### config.mk
export PLATFORM = sky130hd
export DESIGN_NAME = uart_apb_poller
export DESIGN_NICKNAME = d
export VERILOG_FILES = /design/src/rtl/uart_apb_pkg.sv /design/src/rtl/apb_master_phase.sv /design/src/rtl/uart_apb_poller.sv
export SDC_FILE = /design/constraint.sdc
export NUM_CORES = 1
export LEC_CHECK = 0
export ABC_AREA = 0
export CORE_UTILIZATION = 46
export CTS_CLUSTER_DIAMETER = 60
export DETAILED_ROUTE_END_ITERATION = 16
export GPL_TIMING_DRIVEN = 0
export PLACE_DENSITY_LB_ADDON = 0.15
export SYNTH_ARGS = -nofsm -noshare
export SYNTH_HDL_FRONTEND = slang
export SYNTH_HIERARCHICAL = 1
export SYNTH_SLANG_ARGS = --single-unit
### constraint.sdc
create_clock -name PCLK -period 5.4 [get_ports PCLK]
set_input_delay 0.81 -clock PCLK [delete_from_list [all_inputs] [get_ports PCLK]]
set_output_delay 0.81 -clock PCLK [all_outputs]
set_load 0.05 [all_outputs]
### src/rtl/uart_apb_pkg.sv
// Shared constants for the CoreUART APB poller: slave register map,
// STATUS bit positions and the poller state encoding.
package uart_apb_pkg;

  localparam logic [4:0] ADDR_TX     = 5'h00;
  localparam logic [4:0] ADDR_RX     = 5'h04;
  localparam logic [4:0] ADDR_CTRL1  = 5'h08;
  localparam logic [4:0] ADDR_CTRL2  = 5'h0C;
  localparam logic [4:0] ADDR_STATUS = 5'h10;

  localparam int STAT_TXRDY    = 0;
  localparam int STAT_RXRDY    = 1;
  localparam int STAT_PARITY   = 2;
  localparam int STAT_OVERFLOW = 3;
  localparam int STAT_FRAMING  = 4;

  typedef enum logic [2:0] {INIT1, INIT2, POLL, RXRD, TXWR} state_t;

  function automatic logic [4:0] state_addr(input state_t s);
    case (s)
      INIT1:   return ADDR_CTRL1;
      INIT2:   return ADDR_CTRL2;
      RXRD:    return ADDR_RX;
      TXWR:    return ADDR_TX;
      default: return ADDR_STATUS;
    endcase
  endfunction

  function automatic logic state_is_write(input state_t s);
    return (s == INIT1) || (s == INIT2) || (s == TXWR);
  endfunction

endpackage

### src/rtl/apb_master_phase.sv
// APB SETUP/ACCESS sequencer: drives PSEL/PENABLE, flags completion and
// tells the caller when to present address/data for the next SETUP.
module apb_master_phase (
  input  logic PCLK,
  input  logic PRESETN,
  input  logic req,
  input  logic pready,
  output logic psel,
  output logic penable,
  output logic done,
  output logic launch
);

  localparam logic [1:0] PH_IDLE   = 2'd0;
  localparam logic [1:0] PH_SETUP  = 2'd1;
  localparam logic [1:0] PH_ACCESS = 2'd2;

  logic [1:0] phase_q;
  logic [1:0] phase_d;

  assign psel    = (phase_q != PH_IDLE);
  assign penable = (phase_q == PH_ACCESS);
  assign done    = (phase_q == PH_ACCESS) && pready;
  // launch is high in the cycle before a SETUP, so the next transfer
  // starts back-to-back with the completing one.
  assign launch  = req && ((phase_q == PH_IDLE) || done);

  always_comb begin
    phase_d = phase_q;
    case (phase_q)
      PH_IDLE:   if (req) phase_d = PH_SETUP;
      PH_SETUP:  phase_d = PH_ACCESS;
      PH_ACCESS: if (pready) phase_d = req ? PH_SETUP : PH_IDLE;
      default:   phase_d = PH_IDLE;
    endcase
  end

  always_ff @(posedge PCLK or negedge PRESETN) begin
    if (!PRESETN) phase_q <= PH_IDLE;
    else          phase_q <= phase_d;
  end

endmodule

### src/rtl/uart_apb_poller.sv
// APB master that programs CoreUART, then polls STATUS and moves bytes
// between the UART data registers and two valid/ready byte streams.
module uart_apb_poller
  import uart_apb_pkg::*;
#(
  parameter logic [12:0] BAUD_VALUE   = 13'd1,
  parameter bit          BIT8         = 1'b1,
  parameter bit          PARITY_EN    = 1'b0,
  parameter bit          PARITY_ODD   = 1'b0,
  parameter bit          PROGRAM_CTRL = 1'b1
) (
  input  logic       PCLK,
  input  logic       PRESETN,
  output logic [4:0] M_PADDR,
  output logic       M_PSEL,
  output logic       M_PENABLE,
  output logic       M_PWRITE,
  output logic [7:0] M_PWDATA,
  input  logic [7:0] M_PRDATA,
  input  logic       M_PREADY,
  input  logic       M_PSLVERR,
  input  logic [7:0] tx_data,
  input  logic       tx_valid,
  output logic       tx_ready,
  output logic [7:0] rx_data,
  output logic       rx_valid,
  input  logic       rx_ready,
  output logic [3:0] err_sticky,
  input  logic       err_clr,
  output logic       init_done
);

  // Streams: tx is consumed by a one-cycle tx_ready pulse (tx_data must stay
  // stable while tx_valid is high); rx_valid holds until rx_valid && rx_ready.
  localparam state_t RESET_STATE = PROGRAM_CTRL ? INIT1 : POLL;

  state_t     state_q;
  state_t     next_state;
  state_t     target;
  logic       done;
  logic       launch;
  logic [7:0] wdata_sel;
  logic [3:0] err_set;

  apb_master_phase u_phase (
    .PCLK    (PCLK),
    .PRESETN (PRESETN),
    .req     (1'b1),
    .pready  (M_PREADY),
    .psel    (M_PSEL),
    .penable (M_PENABLE),
    .done    (done),
    .launch  (launch)
  );

  // Decided from M_PRDATA in the completion cycle so the next SETUP
  // follows immediately.
  always_comb begin
    next_state = state_q;
    case (state_q)
      INIT1: next_state = INIT2;
      INIT2: next_state = POLL;
      POLL: begin
        if (M_PRDATA[STAT_RXRDY] && !rx_valid)      next_state = RXRD;
        else if (M_PRDATA[STAT_TXRDY] && tx_valid)  next_state = TXWR;
        else                                        next_state = POLL;
      end
      default: next_state = POLL;
    endcase
  end

  assign target = done ? next_state : state_q;

  always_comb begin
    wdata_sel = tx_data;
    case (target)
      INIT1:   wdata_sel = BAUD_VALUE[7:0];
      INIT2:   wdata_sel = {BAUD_VALUE[12:8], PARITY_ODD, PARITY_EN, BIT8};
      default: wdata_sel = tx_data;
    endcase
  end

  assign err_set  = {done && M_PSLVERR,
                     (done && state_q == POLL) ? M_PRDATA[STAT_FRAMING:STAT_PARITY] : 3'b000};
  assign tx_ready = done && (state_q == TXWR);

  always_ff @(posedge PCLK or negedge PRESETN) begin
    if (!PRESETN) begin
      state_q    <= RESET_STATE;
      M_PADDR    <= 5'h00;
      M_PWRITE   <= 1'b0;
      M_PWDATA   <= 8'h00;
      rx_data    <= 8'h00;
      rx_valid   <= 1'b0;
      err_sticky <= 4'h0;
      init_done  <= 1'b0;
    end else begin
      if (done) state_q <= next_state;
      if (launch) begin
        M_PADDR  <= state_addr(target);
        M_PWRITE <= state_is_write(target);
        if (state_is_write(target)) M_PWDATA <= wdata_sel;
      end
      if (!PROGRAM_CTRL || (done && state_q == INIT2)) init_done <= 1'b1;
      if (done && state_q == RXRD) begin
        rx_data  <= M_PRDATA;
        rx_valid <= 1'b1;
      end else if (rx_valid && rx_ready) begin
        rx_valid <= 1'b0;
      end
      // A flag raised in the same cycle as err_clr survives the clear.
      err_sticky <= err_set | (err_clr ? 4'h0 : err_sticky);
    end
  end

endmodule
Yosys cells after proc, flatten, opt, wreduce, memory -nomap -nowiden
Cells that the tools add are included.
{"block": "classes", "n_eq_ne": 10, "mux": 12, "bitwise": 1, "n_reduce_logical": 20}
{"cell": "case mux 5 bit (4 select lines)", "n": 1}
{"cell": "2-to-1 mux 3 bit", "n": 4}
{"cell": "equality test 3 x 2 -> 1 bit (second input constant)", "n": 3}
{"cell": "logical AND 1 bit", "n": 9}
{"cell": "2-to-1 mux 8 bit", "n": 1}
{"cell": "equality test 3 x 1 -> 1 bit (second input constant)", "n": 2}
{"cell": "equality test 3 bit (second input constant)", "n": 2}
{"cell": "logical NOT 3 bit", "n": 2}
{"cell": "case mux 2 bit (3 select lines)", "n": 1}
{"cell": "case mux 3 bit (2 select lines)", "n": 1}
{"cell": "2-to-1 mux 4 bit", "n": 1}
{"cell": "bitwise OR 4 bit", "n": 1}
{"cell": "nonzero test 2 bit", "n": 2}
{"cell": "logical OR 1 bit", "n": 3}
{"cell": "equality test 2 x 1 -> 1 bit (second input constant)", "n": 1}
{"cell": "equality test 2 bit (second input constant)", "n": 1}
{"cell": "logical NOT 2 bit", "n": 1}
{"cell": "2-to-1 mux 1 bit", "n": 2}
{"cell": "2-to-1 mux 2 bit", "n": 1}
{"cell": "!= test 2 x 1 -> 1 bit (second input constant)", "n": 1}
{"cell": "AND reduction 2 bit", "n": 1}
{"cell": "OR reduction 2 bit", "n": 1}
{"cell": "logical NOT 1 bit", "n": 1}
{"block": "totals", "register_bits": 33, "in_bits": 23, "out_inout_bits": 31, "wordCells": 52}

Depth between registers and ports, before layout
{"block": "logic_depth", "depth_word": 9, "ltp_mapped": 8, "depth_no_buf": 7}

Hierarchy
The synthesis kept the hierarchy.
{"mod": "uart_apb_poller", "n_inst": 1, "cells_per_inst": 110, "area_each_um2": 1247.4, "seq_area_each_um2": 725.7}
{"mod": "apb_master_phase", "n_inst": 1, "cells_per_inst": 10, "area_each_um2": 111.4, "seq_area_each_um2": 50.0}

Worst setup path before layout
No wires, ideal clock.
{"block": "synth_timing", "kind": "register -> output", "from": "register u_phase.phase_q[0]", "to": "output tx_ready", "arrival_time_ns": 2.870, "required_ns": 4.590, "path_slack_ns": 1.720, "stages_incl_launch_ff": 5, "path_buffers": 0, "cell_sequence": "dfrtp_1 nor2b_2 and2_1 inv_2 nor4b_1"}
{"block": "synth_between", "elab_chain_cells": 3}
{"item": "start, declared", "line_no": "apb_master_phase.sv:18", "text": "logic [1:0] phase_q;"}
{"item": "start signal, assigned", "line_no": "apb_master_phase.sv:40", "text": "else phase_q <= phase_d;"}
{"item": "equality test 2 bit"}
{"item": "via M_PENABLE", "line_no": "uart_apb_poller.sv:16", "text": "output logic M_PENABLE,"}
{"item": "logical AND 1 bit", "line_no": "apb_master_phase.sv:23", "text": "assign done = (phase_q == PH_ACCESS) && pready;"}
{"item": "via done", "line_no": "uart_apb_poller.sv:40", "text": "logic done;"}
{"item": "logical AND 1 bit", "line_no": "uart_apb_poller.sv:85", "text": "assign tx_ready = done && (state_q == TXWR);"}
{"item": "end, declared", "line_no": "uart_apb_poller.sv:24", "text": "output logic tx_ready,"}
The timed path passes the listed nets, and every way through them passes these cells.

Final worst setup path
{"block": "layout_timing", "from": "input M_PREADY", "to": "output tx_ready"}
{"block": "layout_between", "elab_chain_cells": 2}
{"item": "start, declared", "line_no": "uart_apb_poller.sv:20", "text": "input logic M_PREADY,"}
{"item": "logical AND 1 bit", "line_no": "apb_master_phase.sv:23"}
{"item": "via done", "line_no": "uart_apb_poller.sv:40"}
{"item": "logical AND 1 bit", "line_no": "uart_apb_poller.sv:85"}
The timed path passes the listed nets, and every way through them passes these cells.

==> impl_metrics.toml <==
[clocking]
cts_tree = "done"
post_cts_buffers = 0
cts-resized-gates = 0
cts.hold.buffers_added = 0
clock_sinks = 31
insertion_delay_ps = 340
clk_pin_slew_ps = 110
htree_levels = 2
clock-root-buffer = "clkbuf_4"
clock_path_buffers = 2
numCtsBuffers = 5

[worst_setup_path]
critical_path.slowest_cell = "clkdlybuf4s50_1"
crit_top_cell = "clkdlybuf4s50_1"
crit_required_ps = 4590
critPathKind = "in2out"
critPathArrivalTime_ps = 2810
cp_cell_sequence = "clkdlybuf4s50_1 > and2_1 > inv_2 > nor4b_1 > clkdlybuf4s50_1"
critPathTopFamily = "buffers and inverters"
cp_max_fo = 6
critPathBufInv = 3
cpPeakStageDelay_ps = 860
endpoint_kind = "primary output"
cp-start-kind = "input port"

[placement]
place_inst = 204
post-dp-hpwl_um = 2130
place.gp.congestion = 0.729
post-place-ws_ps = 1760
port_buffers = 51

[floorplanning]
num_rows = 19
core_um2 = 2780
ios = 54
die_w_um = 56.4
die_area_um2 = 3180
start_util = 0.489
die_h_um = 56.4

[cells_and_area]
layout-drive-gt1-share = 0.149
area_delta_synth_final_pct = 44.5
num_antenna_cells = 0
postLayoutCoreUtil = 0.706
fin_nets = 203
layout.cells.non_filler = 212

[sta]
max_freq_ghz = 0.276
fin_ws_ps = 1780
relSlewSlack = 0.548
setup_tns_ps = 0
rsz0062_at_grt = "no"
final_hold_viol_count = 0
final.period_utilization = 0.671
setup-violations-final = 0
fin_skew_ps = 15.0
tightest_slew_ps = 678
period_minus_slack_ps = 3620
drv_slew = 0

[synth]
yosysSeqAreaShare = 0.571
synthCells = 120
synth_enable_flop_cells = 0
synth_cell_types = 30
syn-cell-area_um2 = 1360
yosysWarnings = 6
synth_flop_cell = "dfrtp_1"
avgSynthCellArea_um2 = 11.3
postSynth.asyncResetShare = 1.00
ys_seq_elements = 31

[global_routing]
globalRouteTotalUtil = 0.211
grt_antenna_before_repair = 0
grt_max_degree = 32
grt_pass1_vias = 1133
grt_pass1_wl_um = 4970
grt_overflow = 0

[detailed_routing]
firstDrtPassIters = 6
drc = 0
routed_wl_um = 2890
drt.antenna.violating_nets = 0
drtIter0Drc = 14
vias = 1051
wire_per_inst_um = 13.7
via_per_inst = 4.96

[outcome]
outcome = "completed"

[flow_run]
cap_violations = 0

[power]
power_leakage_nw = 0.906
max-vdd-ir-drop_uv = 483
power_density_nw_per_um2 = 588

[min_path]
hp-class = "in2async"
worst reg2reg max path: cells and delay by family, from the launching register on:
| kind | cells | cell delay, ps |
|---|---|---|
| and+or+nand+nor | 2 | 440 |
| AOI/OAI and AO/OA | 3 | 760 |
| muxes | 1 | 290 |
| buffers and inverters | 2 | 250 |
| DFF | 1 | 420 |
cells in the mapped netlist, types with 2 or more instances:
cell type / n / share of area
nor3b_1: 2 / 0.011
and2_1: 2 / 0.0092
mux2_2: 9 / 0.075
nor2_1: 5 / 0.014
inv_1: 16 / 0.044
buf_4: 2 / 0.011
nand2_1: 14 / 0.039
dfrtp_1: 31 / 0.57
buf_6: 2 / 0.017
mux2_4: 2 / 0.022
nor2b_1: 2 / 0.0092
a21oi_1: 2 / 0.0074
mux2i_1: 7 / 0.052
o21ai_0: 6 / 0.022
conb_1: 2 / 0.0055
nand2b_1: 2 / 0.0092
metrics by stage:
stage	power (mW)	instance area, µm²	hold WS, ps
6_report	1.15	1960	493
4_1_cts	1.16	1970	497
2_1_floorplan	0.810	1370	504
3_3_place_gp	1.02	1920	467
5_1_grt	1.21	1960	516
3_5_place_dp	1.03	1920	470
path summary, 6_finish.rpt:
kind / depth (start not counted) / start / slack (ps) / to
setup / recovery: 5 / M_PREADY / 1780 / tx_ready
hold / removal: 1 / PRESETN / 490 / rx_data[0]
setup reg to reg: 8 / u_phase/phase_q[1] / 3130 / M_PWDATA[0]
hold reg to reg: 1 / init_done / 500 / init_done
max in group asynchronous: 1 / PRESETN / 4450 / u_phase/phase_q[0]
min in group PCLK: 1 / init_done / 500 / init_done
layer usage:
| metal | GRT usage | share of wire | vias up |
|---|---|---|---|
| met2 | 0.367 | 0.50 | 47 |
| met3 | 0.0853 | 0.070 | 7 |
| met1 | 0.223 | 0.41 | 491 |
| li1 | - | - | 506 |
| met4 | 0.0906 | 0.019 | 0 |
| met5 | 0 | 0 | - |
state kept, by name (all words and copies together), names as in the netlist:
register,count
rx_valid,1
M_PADDR,3
rx_data,8
u_phase/phase_q,2
M_PWDATA,8
err_sticky,4
M_PWRITE,1
init_done,1
state_q,3
logic make-up (layout without fill, tap and decap cells):
kind of cell,count (synthesis),count (layout),synth area share
and+or+nand+nor,33,33,0.126
DFF,31,31,0.571
buffers and inverters,21,80,0.0746
muxes,18,18,0.148
AOI/OAI and AO/OA,15,15,0.0746
other,2,4,0.00553
power breakdown:
group | total [mW] | switching (mW) | internal [mW]
clock | 0.130 | 0.0812 | 0.0483
sequential | 0.374 | 0.0535 | 0.320
combinational | 0.650 | 0.414 | 0.237
total | 1.15 | 0.548 | 0.605
final cells by class:
cell class	count	area [µm²]
inverters	17	63.8
repair buffers	51	505
well taps	31	38.8
flip-flops and latches	31	776
plain buffers	4	37.5
fillers	228	818
clock buffers	5	37.5
clock inverters	3	15.0
multi-input cells	70	489
layout by cell type (no fill, tap or decap):
master,count
a41o_1,1
nand2b_1,2
conb_1,4
a2111oi_1,1
o211a_1,1
inv_1,16
buf_6,2
clkbuf_4,5
nor3b_1,2
nand2_1,14
mux2_2,9
o21bai_1,1
clkinv_2,3
clkdlybuf4s50_1,50
or2_2,1
a21oi_1,2
nor4b_1,1
mux2i_1,7
and2_1,2
nor2b_1,2
nand3_1,1
inv_2,1
nand4_1,1
dfrtp_1,31
and4bb_1,1
mux2_4,2
o21ai_0,6
o31ai_1,1
nor2b_2,1
buf_2,1
a21o_1,1
a211o_1,1
nor2_1,5
buf_4,2
(Power assumes the default switching activity.)
